**config.mk**
```make
export PLATFORM = sky130hd
export DESIGN_NAME = aes_byte_stream_adapter
export DESIGN_NICKNAME = d
export VERILOG_FILES = /design/src/rtl/aes_byte_stream_adapter.sv
export SDC_FILE = /design/constraint.sdc
export NUM_CORES = 1
export LEC_CHECK = 0
export BUFFER_PORTS_ARGS = -buffer_cell sky130_fd_sc_hd__buf_2
export CORE_MARGIN = 5
export CORE_UTILIZATION = 40
export CTS_CLUSTER_DIAMETER = 80
export CTS_CLUSTER_SIZE = 8
export DETAILED_ROUTE_END_ITERATION = 10
export GPL_TIMING_DRIVEN = 0
export HOLD_SLACK_MARGIN = 0.1
export PLACE_DENSITY = 0.66
export SLEW_MARGIN = 30
export SYNTH_ARGS = -nofsm -noshare
export SYNTH_HDL_FRONTEND = slang
export SYNTH_SLANG_ARGS = --single-unit
```
**constraint.sdc**
```tcl
create_clock -name clk -period 4 [get_ports clk]
set_input_delay 0.2 -clock clk [delete_from_list [all_inputs] [get_ports clk]]
set_output_delay 0.2 -clock clk [all_outputs]
set_load 0.01 [all_outputs]
```
**src/rtl/aes_byte_stream_adapter.sv**
```systemverilog
`default_nettype none
// ============================================================================
//  Module   : aes_byte_stream_adapter
//  Purpose  : Byte-serial load/unload wrapper around a combinational AES-128
//             encryption core, with key retention across blocks.
//  Revision : 1.0 - initial release
// ============================================================================
module aes_byte_stream_adapter #(
  parameter int SETTLE_CYCLES = 2
) (
  input  logic         clk,
  input  logic         rst_n,
  input  logic         clear,
  input  logic         in_valid,
  output logic         in_ready,
  input  logic [7:0]   in_byte,
  input  logic         in_is_key,
  output logic         out_valid,
  input  logic         out_ready,
  output logic [7:0]   out_byte,
  output logic [127:0] blk_data,
  output logic [127:0] blk_key,
  input  logic [127:0] blk_result,
  output logic         busy,
  output logic         key_loaded,
  output logic         err
);

  typedef enum logic [1:0] {
    ST_LOAD   = 2'd0,
    ST_SETTLE = 2'd1,
    ST_OUTPUT = 2'd2
  } state_t;

  localparam logic [3:0] c_settle_last = 4'(SETTLE_CYCLES - 1);

  state_t         r_state;
  state_t         w_state_next;
  logic [3:0]     r_key_cnt;
  logic [3:0]     r_data_cnt;
  logic [3:0]     r_settle_cnt;
  logic [3:0]     r_out_cnt;
  logic [127:0]   r_shift;
  logic [127:0]   r_blk_data;
  logic [127:0]   r_blk_key;
  logic           r_out_valid;
  logic           r_key_loaded;
  logic           r_err;

  logic           w_in_acc;
  logic           w_key_ok;
  logic           w_data_ok;
  logic           w_proto_err;
  logic           w_capture;
  logic           w_out_xfer;

  // A byte offered during clear is never taken, even though in_ready is high.
  assign w_in_acc    = in_valid & in_ready & ~clear;
  assign w_key_ok    = w_in_acc & in_is_key & (r_data_cnt == 4'd0);
  assign w_data_ok   = w_in_acc & ~in_is_key & r_key_loaded;
  assign w_proto_err = w_in_acc & ~w_key_ok & ~w_data_ok;
  assign w_capture   = (r_state == ST_SETTLE) & (r_settle_cnt == c_settle_last);
  assign w_out_xfer  = (r_state == ST_OUTPUT) & r_out_valid & out_ready;

  always_ff @(posedge clk or negedge rst_n) begin
    if (!rst_n) begin
      r_state <= ST_LOAD;
    end else begin
      r_state <= w_state_next;
    end
  end

  always_comb begin
    w_state_next = r_state;
    in_ready     = (r_state == ST_LOAD);
    busy         = (r_state == ST_SETTLE) | (r_state == ST_OUTPUT);
    case (r_state)
      ST_LOAD:   if (w_data_ok && (r_data_cnt == 4'd15)) w_state_next = ST_SETTLE;
      ST_SETTLE: if (w_capture) w_state_next = ST_OUTPUT;
      ST_OUTPUT: if (w_out_xfer && (r_out_cnt == 4'd15)) w_state_next = ST_LOAD;
      default:   w_state_next = ST_LOAD;
    endcase
    if (clear) begin
      w_state_next = ST_LOAD;
    end
  end

  always_ff @(posedge clk or negedge rst_n) begin
    if (!rst_n) begin
      r_key_cnt    <= 4'd0;
      r_data_cnt   <= 4'd0;
      r_settle_cnt <= 4'd0;
      r_out_cnt    <= 4'd0;
      r_shift      <= 128'd0;
      r_blk_data   <= 128'd0;
      r_blk_key    <= 128'd0;
      r_out_valid  <= 1'b0;
      r_key_loaded <= 1'b0;
      r_err        <= 1'b0;
    end else if (clear) begin
      // Key and block registers are left as-is; the next load overwrites them.
      r_key_cnt    <= 4'd0;
      r_data_cnt   <= 4'd0;
      r_settle_cnt <= 4'd0;
      r_out_cnt    <= 4'd0;
      r_out_valid  <= 1'b0;
      r_key_loaded <= 1'b0;
      r_err        <= 1'b0;
    end else begin
      if (w_proto_err) begin
        r_err <= 1'b1;
      end

      if (w_key_ok) begin
        r_blk_key[7'd127 - {r_key_cnt, 3'b000} -: 8] <= in_byte;
        if (r_key_cnt == 4'd0) begin
          r_key_loaded <= 1'b0;
        end
        if (r_key_cnt == 4'd15) begin
          r_key_cnt    <= 4'd0;
          r_key_loaded <= 1'b1;
        end else begin
          r_key_cnt <= r_key_cnt + 4'd1;
        end
      end

      if (w_data_ok) begin
        r_blk_data[7'd127 - {r_data_cnt, 3'b000} -: 8] <= in_byte;
        if (r_data_cnt == 4'd15) begin
          r_data_cnt   <= 4'd0;
          r_settle_cnt <= 4'd0;
        end else begin
          r_data_cnt <= r_data_cnt + 4'd1;
        end
      end

      if (r_state == ST_SETTLE) begin
        r_settle_cnt <= r_settle_cnt + 4'd1;
        if (w_capture) begin
          r_shift     <= blk_result;
          r_out_valid <= 1'b1;
        end
      end

      if (w_out_xfer) begin
        r_shift <= {r_shift[119:0], 8'h00};
        if (r_out_cnt == 4'd15) begin
          r_out_cnt   <= 4'd0;
          r_out_valid <= 1'b0;
        end else begin
          r_out_cnt <= r_out_cnt + 4'd1;
        end
      end
    end
  end

  assign out_valid  = r_out_valid;
  assign out_byte   = r_shift[127:120];
  assign blk_data   = r_blk_data;
  assign blk_key    = r_blk_key;
  assign key_loaded = r_key_loaded;
  assign err        = r_err;

endmodule
`default_nettype wire

```
==> results of run 1 <==
[cell usage after synthesis (2+ instances only)]
cell | n | area (um^2)
a21oi_1 | 13 | 65.1
a22o_1 | 12 | 105
a31oi_1 | 121 | 757
and2_1 | 34 | 213
and3_1 | 41 | 257
buf_2 | 30 | 150
buf_4 | 9 | 67.6
clkbuf_1 | 46 | 173
clkinv_1 | 2 | 7.51
dfrtp_1 | 405 | 10100
ha_1 | 19 | 238
inv_1 | 8 | 30.0
mux2_1 | 2 | 22.5
mux2_2 | 222 | 2500
mux2i_1 | 2 | 20.0
nand2_1 | 305 | 1140
nand2b_1 | 4 | 25.0
nand3_1 | 5 | 25.0
nand3_2 | 9 | 90.1
nand3_4 | 3 | 52.6
nand3b_1 | 3 | 22.5
nand4_1 | 6 | 37.5
nand4_2 | 3 | 37.5
nand4_4 | 3 | 63.8
nand4b_1 | 2 | 17.5
nor2_1 | 131 | 492
nor2b_1 | 2 | 12.5
nor3_1 | 4 | 20.0
o21ai_0 | 35 | 175
o31ai_1 | 2 | 15.0
[how the worst max path moves through the flow]
stage | slack [ns] | endpoint | depth (start not counted)
6_report | 0.99 | blk_key[89] | 10
3_5_place_dp | 1.01 | blk_key[89] | 10
3_3_place_gp | -5.02 | r_shift[88] | 1
5_1_grt | 0.73 | blk_key[89] | 10
2_1_floorplan | 1.57 | blk_key[89] | 10
4_1_cts | 0.98 | blk_key[89] | 10
[routing by layer]
layer  GRT usage  part of all wire  routed length (um)  vias up
met4       0.108             0.046                2470        2
met3      0.0479             0.060                3210      171
met1       0.288              0.41               22200     6999
met2       0.367              0.48               25800      534
met5           0           0.00024                  13        -
li1            -                 -                   -     6429
[logic make-up (layout without fill, tap and decap cells)]
group	Yosys count	after routing	synth area share
buffers and inverters	99	717	0.0278
other	0	3	0
DFF	405	405	0.589
xor gates and xnor gates	2	2	0.00102
AOI/OAI and AO/OA	190	190	0.0686
muxes	226	226	0.148
adders and majority gates	19	19	0.0138
and+or+nand+nor	565	565	0.152
[layout make-up]
type | instances | area, um^2
diodes | 3 | 7.51
multi-input cells | 1002 | 6590
clock inverters | 5 | 98.8
flip-flops and latches | 405 | 10100
clock buffers | 58 | 1430
repair buffers | 555 | 3610
well taps | 546 | 683
inverters | 10 | 37.5
plain buffers | 89 | 440
fillers | 3664 | 19800
[worst max-delay path: cells and delay by family (launching register included)]
kind | cells | cell delay [ns]
mux | 1 | 0.38
flops | 1 | 0.41
buf+inv | 5 | 0.97
simple gates | 3 | 0.77
fa+ha+maj | 1 | 0.36
[timing repair]
action	in CTS	in global routing
setup endpoints to repair	0	0
hold endpoints to repair	339	0
hold buffers	141	0
[sequential cells by signal (all words and copies together), names as in the netlist]
name	cells
r_state	2
key_loaded	1
r_data_cnt	4
r_out_cnt	4
r_key_cnt	4
out_valid	1
blk_key	128
err	1
r_settle_cnt	4
blk_data	128
r_shift	128
[power breakdown]
part / switching (mW) / internal, mW
sequential: 0.0694 / 4.22
clock: 1.70 / 2.57
combinational: 0.325 / 0.291
==> run metrics, run 1 <==
Nets=2281; Slew Limit Headroom=0.373; Overall Global Routing Usage=0.225; Tcrit/Tclk final=0.753; Post-DP HPWL=37400 um; Initial Util=0.402; Worst VDD drop=0.303 mV; clock slew at reported path FFs=0.05 ns; final std cells w/o fill=2673; DR pass1 iterations=6; vias per std cell=5.29; 1st-iter DRT viols=1045; critical setup path kind=reg -> reg; Worst Tran Pin Value=0.933 ns; Core ar.=42800 um^2; post-synth cell types=53; yosys warns=0; number of max-cap violations=0; Clk Tree Root Cell=clkbuf_16; number of buffers created by CTS=57; CP required=4.48 ns; fin util=0.538; f_max=332 MHz; Synth Instances=1506; CP cell instances=clkbuf_1 -> inv_1 -> clkbuf_1 -> ha_1 -> and4bb_2 -> and2_4 -> buf_12 -> buf_8 -> nand3_4 -> mux2_1; worst setup margin=0.989 ns; vias in the first global route=15.0k; first-pass GRT wire length=84700 um; syn_area_per_cell=11.4 um^2; FF-to-FF Start=r_data_cnt[1]; Post-DP Area=20100 um^2; Final ANT Viol Nets=0; wire per inst=20.1 um; clock sink count=405; FFs w/ async S/R, synth=1.00; Static Leak=12.2 nW; placed insts=2466; Worst setup SP type=flip-flop; Ports=411; most frequent CP cell=clkbuf_1; number of setup buffers added after CTS=0; # setup viols final=0; Rows=76; area grow syn2layout=33.9%; Die X=217 um; WP data arrival=3.49 ns; min Tclk post-route=3.01 ns; GPL Wtd Cong=0.831; commonest cells after routing, fill and taps aside=438 x buf_2, 405 x dfrtp_1, 305 x nand2_1; H-Tree Depth=2; R2R cell count=10; Hold Crit Class=in -> reg; share of layout cells above drive strength 1=0.361; final instance area=23000 um^2; full die area=47200 um^2; P per Cell Area=399 nW/um^2; r2r endpoint=blk_key[89]; RSZ-0062 raised after global routing=no; worst slack, placed=1.01 ns; Worst Setup End Kind=flip-flop; Top FF cell, synth=dfrtp_1; Overflow after GRT=0; final hold violations=0; hold_sp=in_is_key; largest net degree at the start of global routing=87; clk_skew=0.0186 ns; launch point of the worst path=r_data_cnt[1]; Max clock buf depth=3; post-CTS resize count=0; final WL=53700 um; antenna violations before repair=5; most common cell after layout, fill and taps aside=buf_2; Slowest cell on crit path=dfrtp_1; DRC violations left=0; Pwr Total=9.19 mW; Port Buf Inserts=409; reg-to-reg setup timing slack=0.99 ns; sequential cell area fraction in the yosys report=0.589; Clock Latency Late Sink=0.60 ns; post-synth net total=1667; Post-Syn Area=17200 um^2; Min-Delay Endpoint=err; routed via count=14.1k; slowest cell delay on critical path=0.41 ns; status=complete, no violations; CTS tree=done; worst hold stages=5; #FFs+latches synth=405; CP Max Fanout=11; Die Ht=217 um; worst hold margin=0.152 ns; Slew Viols, Final=0; Post-synth EDFFs=0; Setup Total Neg Slack=0 ns
No activity file was read; power rests on OpenSTA's default activity.
==> inputs of run 2 (changes only) <==
==> constraint.sdc (replaced) <==
create_clock -name clk -period 3.2 [get_ports clk]
set_input_delay 0.16 -clock clk [delete_from_list [all_inputs] [get_ports clk]]
set_output_delay 0.16 -clock clk [all_outputs]
set_load 0.01 [all_outputs]
==> run 2 against run 1 <==
  * Global-route usage hardly changed
  * Setup slack worse by 0.67 ns
  * Maximum frequency is 4.6% higher
  * Largest cell class unchanged
==> run metrics, run 2 (synthesis results as in run 1) <==
status=complete, no violations; Hold Crit Class=in -> async; Max clock buf depth=3 (unchanged); antenna violations before repair=5 (unchanged); min Tclk post-route=2.88 ns (-0.131 ns); Slew Viols, Final=0 (unchanged); final WL=53600 um (about the same); Worst setup SP type=flip-flop; Worst Setup End Kind=flip-flop; critical setup path kind=reg -> reg; H-Tree Depth=2 (unchanged); routed via count=14.1k (-0.085%); CP required=3.64 ns (-0.84 ns); vias per std cell=5.29 (about the same); Overall Global Routing Usage=0.225 (about the same); CP Max Fanout=10 (-1); Core ar.=42800 um^2 (unchanged); Nets=2280 (-0.044%); worst slack, placed=0.206 ns (-0.800 ns); Clock Latency Late Sink=0.60 ns (about the same); Port Buf Inserts=409 (unchanged); # setup viols final=0 (unchanged); FF/Latch Area=10100 um^2 (unchanged); FF-to-FF Start=r_state[0]; area of the multi-input gates=6590 um^2 (unchanged); area grow syn2layout=34.0% (about the same); largest net degree at the start of global routing=87 (unchanged); commonest cells after routing, fill and taps aside=438 x buf_2, 405 x dfrtp_1, 305 x nand2_1; 1st-iter DRT viols=998 (-4.5%); Fill cells=3660 (-0.11%); worst setup margin=0.320 ns (-0.669 ns); Worst setup endpoint=r_shift[69]; clock sink count=405 (unchanged); slowest cell delay on critical path=0.56 ns (+0.15 ns); CTS tree=done; P per Cell Area=498 nW/um^2 (+25%); full die area=47200 um^2 (unchanged); wire per inst=20.1 um (about the same); Slew Limit Headroom=0.395 (+0.0217); most common cell after layout, fill and taps aside=buf_2; Slowest cell on crit path=a21oi_1; Die Ht=217 um (unchanged); RSZ-0062 raised after global routing=no; Die X=217 um (unchanged); Final ANT Viol Nets=0 (unchanged); GPL Wtd Cong=0.831 (unchanged); WP data arrival=3.32 ns (-0.17 ns); Worst VDD drop=0.378 mV (+25%); Worst Tran Pin Value=0.901 ns (-0.0323 ns); vias in the first global route=15.0k (+0.073%); f_max=347 MHz (+4.6%); R2R cell count=7 (-3); launch point of the worst path=r_state[0]; clk_skew=0.0189 ns (+0.000302 ns); Clk Tree Root Cell=clkbuf_16; DRC violations left=0 (unchanged); DR pass1 iterations=5 (-1); CP cell instances=inv_1 -> ha_1 -> nand3_1 -> a21oi_1 -> clkbuf_1 -> buf_2 -> a31oi_1; first-pass GRT wire length=84600 um (about the same); clock slew at reported path FFs=0.05 ns (about the same); share of layout cells above drive strength 1=0.361 (+0.000641); number of max-cap violations=0 (unchanged); Rows=76 (unchanged); final hold violations=0 (unchanged); Setup Total Neg Slack=0 ns (unchanged); Tcrit/Tclk final=0.900 (+0.147); Overflow after GRT=0 (unchanged); number of buffers created by CTS=57 (unchanged); reg-to-reg setup timing slack=0.32 ns (-0.67 ns); Post-DP HPWL=37400 um (unchanged); Ports=411 (unchanged); Static Leak=12.2 nW (about the same); r2r endpoint=r_shift[69]; Initial Util=0.402 (unchanged)
[run 2: cell count changes in the layout (fill, tap and decap cells not counted), sizes merged]
cell	before	now
buf	457	458
clkbuf	104	103
dlygate4sd3	141	140
[run 2: metal layers]
layer	track usage	up-vias	wire length [um]
met5	0	-	13
met4	0.108	2	2400
met3	0.0480	167	3270
met2	0.367	558	25700
met1	0.288	6966	22300
li1	-	6430	-
[run 2: through the flow]
step           hold slack [ns]  instance area, um^2  cells   util  power [mW]
3_5_place_dp             0.113                20100   2466  0.469        6.08
3_3_place_gp             0.381                19900   2461  0.466        6.04
6_report                 0.154                23000   2672  0.539        11.5
4_1_cts                  0.128                23000   2670  0.538        11.6
5_1_grt                  0.152                23000   2671  0.538        12.0
2_1_floorplan           -0.136                17200   1506      -        5.69
[run 2: worst min path at each step]
stage,slack [ns],cells past startpoint,end,from
after floorplan,-0.14,0,blk_data[0],rst_n
after global placement,0.38,2,r_shift[3],blk_result[3]
after detailed placement,0.11,1,blk_key[91],rst_n
after CTS,0.13,3,blk_key[91],rst_n
after global routing,0.15,3,blk_key[91],rst_n
final,0.15,3,blk_key[123],rst_n
[run 2: power by group]
part | leakage, nW | internal [mW] | switching, mW
Combinational | 6.01 | 0.367 | 0.406
Clock | 0.751 | 3.22 | 2.13
Sequential | 5.43 | 5.28 | 0.0866
Total | 12.2 | 8.86 | 2.62
[run 2: timing repair]
item | CTS | global route
hold endpoints to repair | 345 | 0
hold buffers | 141 | 0
resized for setup | 0 | 0
buffers inserted | 0 | 0
setup endpoints to repair | 0 | 25
[run 2: cell type report]
cell class,instances,area share
Sequential cell,405,0.440
Multi-Input combinational cell,1002,0.286
Timing Repair Buffer,555,0.157
Clock buffer,58,0.0621
Tap cell,546,0.0296
Buffer,88,0.0189
Clock inverter,5,0.00429
Inverter,10,0.00163
Antenna cell,3,0.000326
[run 2: worst max-delay path, delay by kind of cell, from the launching register on]
kind / cells / cell delay [ns]
DFF: 1 / 0.39
adders and majority gates: 1 / 0.26
AOI/OAI and AO/OA: 2 / 0.71
buffers and inverters: 3 / 0.98
and+or+nand+nor: 1 / 0.37
==> inputs of run 3 (changes only) <==
--- a/config.mk
+++ b/config.mk
@@ -5,7 +5,7 @@
 export SDC_FILE = /design/constraint.sdc
 export NUM_CORES = 1
 export LEC_CHECK = 0
-export BUFFER_PORTS_ARGS = -buffer_cell sky130_fd_sc_hd__buf_2
+export BUFFER_PORTS_ARGS = -buffer_cell sky130_fd_sc_hd__buf_4
 export CORE_MARGIN = 5
 export CORE_UTILIZATION = 40
 export CTS_CLUSTER_DIAMETER = 80
==> run 3 against run 2 <==
  * Sequential power hardly changed
  * Final area is 4.1% higher
  * Maximum frequency is 0.35% lower
  * Clock power is 3.9% lower
  * Critical path depth is 1 higher
  * Combinational power is 10% higher
  * Wire length is 0.77% higher
  * Clock-buffer cell count stayed put
  * Largest cell class unchanged
==> run metrics, run 3 (synthesis results as in run 1) <==
Worst setup SP type=flip-flop; H-Tree Depth=2 (unchanged); Die Ht=217 um (unchanged); CP cell instances=clkbuf_1 -> inv_1 -> ha_1 -> and4bb_2 -> and2_4 -> buf_12 -> nand3_2 -> mux2_2; worst hold margin=0.154 ns (-0.000288 ns); CP Max Fanout=12 (+2); Overflow after GRT=0 (unchanged); f_max=346 MHz (-0.35%); most common cell after layout, fill and taps aside=buf_4; Overall Global Routing Usage=0.226 (+0.000670); final hold violations=0 (unchanged); Clk Tree Root Cell=clkbuf_16; RSZ-0062 raised after global routing=no; Core ar.=42800 um^2 (unchanged); Slew Viols, Final=0 (unchanged); vias in the first global route=14.8k (-1.4%); Hold Crit Class=in -> reg; Worst VDD drop=0.372 mV (-1.7%); worst setup margin=0.310 ns (-0.0102 ns); Rows=76 (unchanged); first-pass GRT wire length=84300 um (-0.39%); worst slack, placed=0.191 ns (-0.0153 ns); Fill cells=3604 (-1.5%); number of max-cap violations=0 (unchanged); full die area=47200 um^2 (unchanged); CTS tree=done; Pwr Total=11.4 mW (-1.1%); P per Cell Area=474 nW/um^2 (-5.0%); Worst Setup End Kind=flip-flop; clk_skew=0.0210 ns (+0.00203 ns); fin util=0.560 (+0.0218); placed insts=2466 (unchanged); Initial Util=0.402 (unchanged); 1st-iter DRT viols=939 (-5.9%); antenna violations before repair=7 (+2); Nets=2278 (-0.088%); Final ANT Viol Nets=0 (unchanged); Post-DP HPWL=38100 um (+1.9%); number of setup buffers added after CTS=0 (unchanged); status=complete, no violations; GPL Wtd Cong=0.834 (+0.45%); vias per std cell=5.22 (-1.2%); CP required=3.66 ns (+0.02 ns); number of buffers created by CTS=56 (-1.8%); Slew Limit Headroom=0.401 (+0.00624); clock sink count=405 (unchanged); # setup viols final=0 (unchanged); Clock Latency Late Sink=0.58 ns (-0.02 ns); Static Leak=12.2 nW (+0.42%); share of layout cells above drive strength 1=0.360 (-0.000904); cell family with most CP delay=simple AND/OR/NAND/NOR gates; WP data arrival=3.35 ns (+0.03 ns); largest net degree at the start of global routing=89 (+2.3%); DRC violations left=0 (unchanged); Max clock buf depth=3 (unchanged); routed via count=13.9k (-1.3%); min Tclk post-route=2.89 ns (+0.0103 ns); clock slew at reported path FFs=0.05 ns (about the same); Die X=217 um (unchanged); DR pass1 iterations=7 (+2); Ports=411 (unchanged); Worst Tran Pin Value=0.892 ns (-0.00929 ns); final WL=54100 um (+0.77%); slowest cell delay on critical path=0.42 ns (-0.14 ns); Port Buf Inserts=409 (unchanged); worst path bufs/invs=3 (unchanged); critical setup path kind=reg -> reg; Tcrit/Tclk final=0.903 (+0.00320); Slowest cell on crit path=dfrtp_1; commonest cells after routing, fill and taps aside=417 x buf_4, 405 x dfrtp_1, 305 x nand2_1; wire per inst=20.2 um (+0.84%); final std cells w/o fill=2670 (-0.075%); area grow syn2layout=39.4%
run 3: cell count changes in the layout (fill, tap and decap cells not counted):
cell,delta
buf_16,-1
buf_2,-408
buf_4,+408
bufinv_16,-1
clkbuf_16,-1
clkbuf_8,+1
clkinv_4,-1
clkinv_8,+3
diode_2,+1
inv_16,-3
run 3: tightest hold or removal path, stage by stage:
cell     delay [ns]
buf_4          0.12
nor2b_1        0.18
nor3_1         0.10
nor2_1         0.08
nor2_1         0.04
run 3: routing by layer:
layer  up-vias  share of wire  GRT usage  routed length, um
met5         -              0          0                  0
met4         0          0.041      0.102               2230
met3       123          0.064     0.0530               3480
met2       495           0.48      0.369              26100
met1      6908           0.41      0.287              22200
li1       6415              -          -                  -
run 3: what timing repair did:
item | 4_1_cts | 5_1_grt
hold buffers | 140 | 0
gates resized for setup | 0 | 0
hold endpoints to repair | 476 | 0
setup endpoints to repair | 0 | 7
run 3: area by class of cell:
type                            instances  area (um^2)  share of cell area
Buffer                                 88          437              0.0182
Inverter                               10         37.5             0.00157
Antenna cell                            4         10.0            0.000417
Tap cell                              546          683              0.0285
Clock buffer                           58         1420              0.0592
Timing Repair Buffer                  554         4620               0.193
Multi-Input combinational cell       1002         6590               0.275
Clock inverter                          3         48.8             0.00204
Sequential cell                       405        10100               0.423
run 3: power breakdown:
part           internal, mW  switching [mW]  total (mW)
clock network          3.09            2.06        5.14
logic                 0.436           0.413       0.850
registers              5.28          0.0887        5.37
total                  8.80            2.56        11.4
run 3: metrics by stage:
stage	cell area, um^2	setup TNS (ns)
global route	24000	0
detailed placement	21100	0
floorplan	17200	0
CTS	24000	0
finish	24000	0
global placement	21000	-768.30
run 3: path summary, 6_finish.rpt:
kind / slack [ns] / cells after the start / startpoint / end
worst max-delay path: 0.31 / 8 / r_data_cnt[1] / blk_key[124]
worst min-delay path: 0.15 / 5 / in_is_key / err
worst max register to register: 0.31 / 8 / r_data_cnt[1] / blk_key[124]
worst min register to register: 0.48 / 2 / blk_key[39] / blk_key[39]
max in group asynchronous: 1.85 / 5 / rst_n / r_shift[107]
min in group asynchronous: 0.18 / 3 / rst_n / blk_key[27]
